`src/rtl/bank_access_ctrl.sv`:
```
// Scratchpad bank access controller: arbitrates psum writes against LOAD/READ instructions.
// Optional perf_stall/perf_rows counters are built when BANK_ACCESS_PERF_EN is defined.
module bank_access_ctrl #(
  parameter  int NBANK  = 4,
  parameter  int ROW_W  = 5,
  parameter  int DATA_W = 128,
  parameter  int ADDR_W = 32,
  localparam int BW     = $clog2(NBANK)
) (
  input  logic              CLK,
  input  logic              nRST,
  input  logic              instr_empty,
  output logic              instr_ren,
  input  logic [1:0]        instr_op,
  input  logic [BW-1:0]     instr_bank,
  input  logic [ROW_W-1:0]  instr_row,
  input  logic [ROW_W:0]    instr_nrows,
  input  logic [ADDR_W-1:0] instr_addr,
  input  logic              psum_empty,
  output logic              psum_ren,
  input  logic [BW-1:0]     psum_bank,
  input  logic [ROW_W-1:0]  psum_row,
  input  logic [DATA_W-1:0] psum_data,
  output logic              sload_req,
  output logic [ADDR_W-1:0] sload_addr,
  input  logic              sload_hit,
  input  logic [DATA_W-1:0] sload_data,
  input  logic [NBANK-1:0]  wfifo_full,
  output logic [NBANK-1:0]  wfifo_wen,
  input  logic [NBANK-1:0]  rfifo_full,
  output logic [NBANK-1:0]  rfifo_wen,
  output logic [ROW_W-1:0]  bank_row,
  output logic [DATA_W-1:0] bank_wdata,
  output logic              busy
`ifdef BANK_ACCESS_PERF_EN
  ,
  output logic [31:0]       perf_stall,
  output logic [31:0]       perf_rows
`endif
);

  typedef enum logic [1:0] {IDLE, LD_REQ, LD_WR, RD} state_t;

  localparam int             BYTES    = DATA_W / 8;
  localparam logic [ROW_W:0] MAX_ROWS = {1'b1, {ROW_W{1'b0}}};

  state_t              state_q, state_d;
  logic                pref_psum_q, pref_psum_d;
  logic [BW-1:0]       bank_q, bank_d;
  logic [ROW_W-1:0]    row_q, row_d;
  logic [ROW_W:0]      nrows_q, nrows_d, k_q, k_d;
  logic [ADDR_W-1:0]   addr_q, addr_d;
  logic [DATA_W-1:0]   data_q, data_d;

  logic                instr_cand, psum_cand, grant_psum, grant_instr, instr_ok;
  logic [ROW_W-1:0]    row_k;
  logic [ROW_W:0]      k_inc;

  assign instr_cand  = !instr_empty;
  assign psum_cand   = !psum_empty && !wfifo_full[psum_bank];
  assign grant_psum  = psum_cand && (!instr_cand || pref_psum_q);
  assign grant_instr = instr_cand && !grant_psum;
  assign instr_ok    = (instr_op == 2'd1 || instr_op == 2'd2) &&
                       (instr_nrows != '0) && (instr_nrows <= MAX_ROWS);
  assign row_k       = row_q + k_q[ROW_W-1:0];
  assign k_inc       = k_q + 1'b1;
  assign busy        = (state_q != IDLE);

  always_comb begin
    state_d     = state_q;
    pref_psum_d = pref_psum_q;
    bank_d      = bank_q;
    row_d       = row_q;
    nrows_d     = nrows_q;
    k_d         = k_q;
    addr_d      = addr_q;
    data_d      = data_q;
    instr_ren   = 1'b0;
    psum_ren    = 1'b0;
    sload_req   = 1'b0;
    sload_addr  = '0;
    wfifo_wen   = '0;
    rfifo_wen   = '0;
    bank_row    = '0;
    bank_wdata  = '0;
    case (state_q)
      IDLE: begin
        // Grants are suppressed while reset is held so every output reads zero.
        if (nRST && grant_psum) begin
          psum_ren             = 1'b1;
          wfifo_wen[psum_bank] = 1'b1;
          bank_row             = psum_row;
          bank_wdata           = psum_data;
          pref_psum_d          = 1'b0;
        end else if (nRST && grant_instr) begin
          instr_ren   = 1'b1;
          pref_psum_d = 1'b1;
          bank_d      = instr_bank;
          row_d       = instr_row;
          nrows_d     = instr_nrows;
          addr_d      = instr_addr;
          k_d         = '0;
          if (instr_ok) state_d = (instr_op == 2'd1) ? LD_REQ : RD;
        end
      end
      LD_REQ: begin
        sload_req  = 1'b1;
        sload_addr = addr_q + ADDR_W'(k_q) * ADDR_W'(BYTES);
        if (sload_hit) begin
          data_d  = sload_data;
          state_d = LD_WR;
        end
      end
      LD_WR: begin
        if (!wfifo_full[bank_q]) begin
          wfifo_wen[bank_q] = 1'b1;
          bank_row          = row_k;
          bank_wdata        = data_q;
          k_d               = k_inc;
          state_d           = (k_inc == nrows_q) ? IDLE : LD_REQ;
        end
      end
      RD: begin
        if (!rfifo_full[bank_q]) begin
          rfifo_wen[bank_q] = 1'b1;
          bank_row          = row_k;
          k_d               = k_inc;
          if (k_inc == nrows_q) state_d = IDLE;
        end
      end
      default: state_d = IDLE;
    endcase
  end

  always_ff @(posedge CLK or negedge nRST) begin
    if (!nRST) begin
      state_q     <= IDLE;
      pref_psum_q <= 1'b1;
      bank_q      <= '0;
      row_q       <= '0;
      nrows_q     <= '0;
      k_q         <= '0;
      addr_q      <= '0;
      data_q      <= '0;
    end else begin
      state_q     <= state_d;
      pref_psum_q <= pref_psum_d;
      bank_q      <= bank_d;
      row_q       <= row_d;
      nrows_q     <= nrows_d;
      k_q         <= k_d;
      addr_q      <= addr_d;
      data_q      <= data_d;
    end
  end

`ifdef BANK_ACCESS_PERF_EN
  logic [31:0] perf_stall_q, perf_rows_q;
  logic        stall_evt, row_evt;

  assign stall_evt = (state_q == LD_REQ && !sload_hit) ||
                     (state_q == LD_WR && wfifo_full[bank_q]) ||
                     (state_q == RD && rfifo_full[bank_q]);
  assign row_evt   = (|wfifo_wen) || (|rfifo_wen);

  always_ff @(posedge CLK or negedge nRST) begin
    if (!nRST) begin
      perf_stall_q <= '0;
      perf_rows_q  <= '0;
    end else begin
      if (stall_evt && perf_stall_q != '1) perf_stall_q <= perf_stall_q + 1'b1;
      if (row_evt && perf_rows_q != '1)    perf_rows_q  <= perf_rows_q + 1'b1;
    end
  end

  assign perf_stall = perf_stall_q;
  assign perf_rows  = perf_rows_q;
`endif

endmodule

```
`config.mk`:
```
export PLATFORM = sky130hd
export DESIGN_NAME = bank_access_ctrl
export DESIGN_NICKNAME = d
export VERILOG_FILES = /design/src/rtl/bank_access_ctrl.sv
export SDC_FILE = /design/constraint.sdc
export NUM_CORES = 1
export LEC_CHECK = 0
export ABC_AREA = 1
export ABC_CLOCK_PERIOD_IN_PS = 2340
export CAP_MARGIN = 15
export CORE_AREA = 2 2 195 197
export DETAILED_ROUTE_END_ITERATION = 16
export DIE_AREA = 0 0 197 199
export SETUP_SLACK_MARGIN = 0.5
export SLEW_MARGIN = 20
export SYNTH_ARGS = -nofsm -noshare
export SYNTH_HDL_FRONTEND = slang
export SYNTH_SLANG_ARGS = --single-unit
export TNS_END_PERCENT = 100
```
`constraint.sdc`:
```
create_clock -name CLK -period 2.34 [get_ports CLK]
set_clock_uncertainty 0.15 [all_clocks]
set_input_delay 0.468 -clock CLK [delete_from_list [all_inputs] [get_ports CLK]]
set_output_delay 0.468 -clock CLK [all_outputs]
set_load 0.03 [all_outputs]
```
==> reports/metrics.yaml <==
status:
  status: "finished with violations"
  violations: "negative hold slack, negative setup slack"
layout:
  synthToLayoutAreaGrowth_pct: 127
  stdcell_count: 2635
  final_layout_size_suffix_gt1_frac: 0.429
  final_util: 0.635
  nFillCells: 2862
  nets: 2469
setup_path:
  cp.arrival_ns: 2.38
  endpoint_kind: "primary output"
  crit_required_ns: 1.72
  path_cells: "ha_4 > buf_4 > nand2_4 > o21ai_4 > nor2_2 > o21ai_2 > a21oi_1 > nor3_4 > buf_6"
  criticalPathCategory: "reg2out"
  worst-path-buf-inv: 2
  start_kind: "flop"
  slowest_delay_ns: 0.44
  cpLargestDelayFamily: "compound AO/OA/AOI/OAI gates"
  critPathMaxFanout: 5
  critPathSlowestCell: "dfrtp_2"
global_routing:
  grt_max_degree: 97
  gr-usage-all-layers: 0.247
  grt_pass1_vias: 12600
  antenna_found_initial: 17
  globalRouteOverflowTotal: 0
  grt_first_pass_wirelength_um: 72400
sta:
  timing.hold.ws_ns: -0.0421
  clock.fmax_mhz: 333
  hold_viol: 33
  slew_headroom: 0.561
  finalSetupViolations: 185
  final.setup.worst_slack_ns: -0.659
  period_share: 1.28
  rsz0062_at_grt: "true"
  post-route-min-period_ns: 3.00
  tightestPinTransition_ns: 0.659
  slew_viol_final: 0
route:
  drt_pass1_iterations: 5
  drt_iter0_markers: 524
  wl_um: 54200
  via_per_inst: 4.79
  drtAntennaViolNets: 0
  wl_per_cell_um: 20.6
  dr_total_vias: 12600
  route.detailed.drc: 0
floorplanning:
  core_area_mm2: 0.0371
  io_pins: 500
  die_h_um: 199
  design.die.area_mm2: 0.0392
  die_w_um: 197
  start_util: 0.280
  placement_rows: 71
logic_synthesis:
  yosys_register_bits: 182
  synth_seq_area_share: 0.439
  syn_area_mm2: 0.0104
  synth_nets: 1745
  syn_avg_cell_area_um2: 7.37
  synthArstFlopShare: 1.00
  synth.area.top_cells: "dfrtp_1 (44%), nand2_1 (16%), o21ai_0 (9.7%)"
  yosysUniqueCellTypes: 40
  synth_edf_count: 0
  synth_cells: 1408
  synth_warnings: 0
  yosysTopAreaCellShare: 0.436
  synth_top_area_cell: "dfrtp_1"
  synthFlopType: "dfrtp_1"
placement:
  post-place-cells: 2420
  gp_congestion: 0.877
  dpl.hpwl_um: 34600
  io_buffers: 499
clock_network:
  cts_made_buffers: 17
  clk_latency_ns: 0.45
  cts_tree: "yes"
  clk_pin_slew_worst_paths_ns: 0.07
  clkSinkCount: 182
  cts_buffer_depth: 2
  root_buffer: "clkbuf_16"
  htree_levels: 4
job:
  maxCapViolations: 0
power_and_ir_drop:
  fin_total_pwr_mw: 25.6
  power.density_mw_per_mm2: 1090
  peakVddDrop_uv: 599
  p_leak_nw: 10.6
hold_path:
  hp-class: "in2async"
-- layout make-up --
class                      instances  area (um^2)  area share
timing repair buffer             774         9330       0.396
multi-input combinational        960         7590       0.322
sequential                       182         4570       0.194
inverter                         195          792      0.0336
tap                              474          593      0.0252
clock buffer                      18          429      0.0182
clock inverter                    14          181     0.00770
timing repair inverter             2         46.3     0.00196
antenna                           16         40.0     0.00170
-- synthesized netlist by cell type (2+ instances only) --
library cell,number
or2_2,2
o21ai_1,71
nor2_1,57
a31oi_1,2
nor4_1,4
inv_2,8
fa_1,2
nand3b_1,2
clkbuf_1,9
nand3_1,28
nand2_2,20
nand2_1,447
o32ai_1,3
nand3_2,4
o21ai_2,36
nor2_2,10
ha_1,12
buf_2,32
nand4_1,6
nor3_1,12
buf_4,21
xnor2_1,2
inv_1,185
o21ai_0,201
a21oi_1,19
xor2_1,11
dfrtp_1,181
buf_8,3
buf_6,7
-- worst paths after layout --
| kind | startpoint | to | slack, ns | cells past startpoint |
|---|---|---|---|---|
| max in group asynchronous | nRST | data_q[59] | 1.00 | 3 |
| worst max register to register | bank_q[0] | state_q[0] | -0.40 | 21 |
| worst min-delay path | nRST | bank_q[0] | -0.04 | 2 |
| worst min register to register | row_q[4] | row_q[4] | 0.34 | 2 |
| min in group CLK | row_q[4] | row_q[4] | 0.34 | 2 |
| worst max-delay path | k_q[3] | sload_addr[19] | -0.66 | 9 |
-- cells by family after synthesis --
group	Yosys count	synth area share
flops	182	0.439
xor+xnor	13	0.0110
fa+ha+maj	14	0.0183
buf+inv	267	0.117
compound gates	337	0.179
simple gates	595	0.236
-- worst register-to-register path, cell delays in order (launching register included) --
cell,delay [ns]
dfrtp_2,0.48
buf_6,0.14
buf_6,0.11
buf_6,0.11
inv_6,0.06
nand2_4,0.05
nand2_4,0.08
nand2_4,0.06
buf_6,0.11
buf_6,0.10
buf_6,0.10
buf_6,0.11
buf_6,0.10
buf_6,0.10
buf_6,0.10
buf_6,0.11
nand2_4,0.06
nand2_4,0.05
o211ai_1,0.12
nor2_1,0.10
nand3_1,0.14
o21ai_2,0.08
-- power by group --
part | total (mW) | internal [mW] | switching (mW) | leakage (nW)
clock network | 3.09 | 1.63 | 1.46 | 0.302
logic | 17.1 | 7.80 | 9.30 | 8.09
registers | 5.41 | 4.66 | 0.750 | 2.23
-- stage by stage --
step / worst slack (ns) / setup TNS (ns) / cell area (um^2)
final: -0.659 / -85.89 / 23600
after global routing: -0.745 / -102.06 / 23600
after CTS: -0.658 / -83.66 / 21500
after detailed placement: -0.698 / -101.31 / 17800
after global placement: -0.665 / -93.44 / 17800
after floorplan: -0.0555 / -1.63 / 12100
-- routing by layer --
layer,part of all wire,wire length (um),track usage
met1,0.38,20700,0.287
met2,0.52,28100,0.422
met3,0.062,3350,0.0660
met4,0.038,2060,0.125
met5,0.00028,15,0
-- repair_timing --
| item | CTS | global route |
|---|---|---|
| pin swaps | 45 | 44 |
| setup endpoints to repair | 359 | 357 |
| gates resized for setup | 482 | 283 |
| setup buffers | 78 | 36 |
| endpoints found under the hold margin | 37 | 4 |
| gates cloned | 26 | 26 |
-- registers in the layout (all words and copies together), names as in the netlist --
signal	count
bank_q	2
addr_q	32
state_q	2
data_q	128
row_q	5
pref_psum_q	1
k_q	6
nrows_q	6
-- cells in the final DEF (no fill, tap or decap), types with 9 or more instances in the layout --
| master | instances |
|---|---|
| nor2_1 | 21 |
| nand2_2 | 48 |
| inv_1 | 176 |
| nand3_1 | 21 |
| nand2_4 | 101 |
| nor2_2 | 15 |
| nor2_4 | 32 |
| buf_16 | 31 |
| o21ai_0 | 110 |
| inv_2 | 9 |
| dfrtp_1 | 173 |
| buf_4 | 89 |
| clkbuf_16 | 38 |
| o21ai_2 | 25 |
| diode_2 | 16 |
| o21ai_1 | 48 |
| buf_12 | 58 |
| buf_6 | 235 |
| o21ai_4 | 125 |
| nand2_1 | 317 |
| buf_8 | 17 |
| clkdlybuf4s50_1 | 314 |
(Power assumes the default switching activity.)
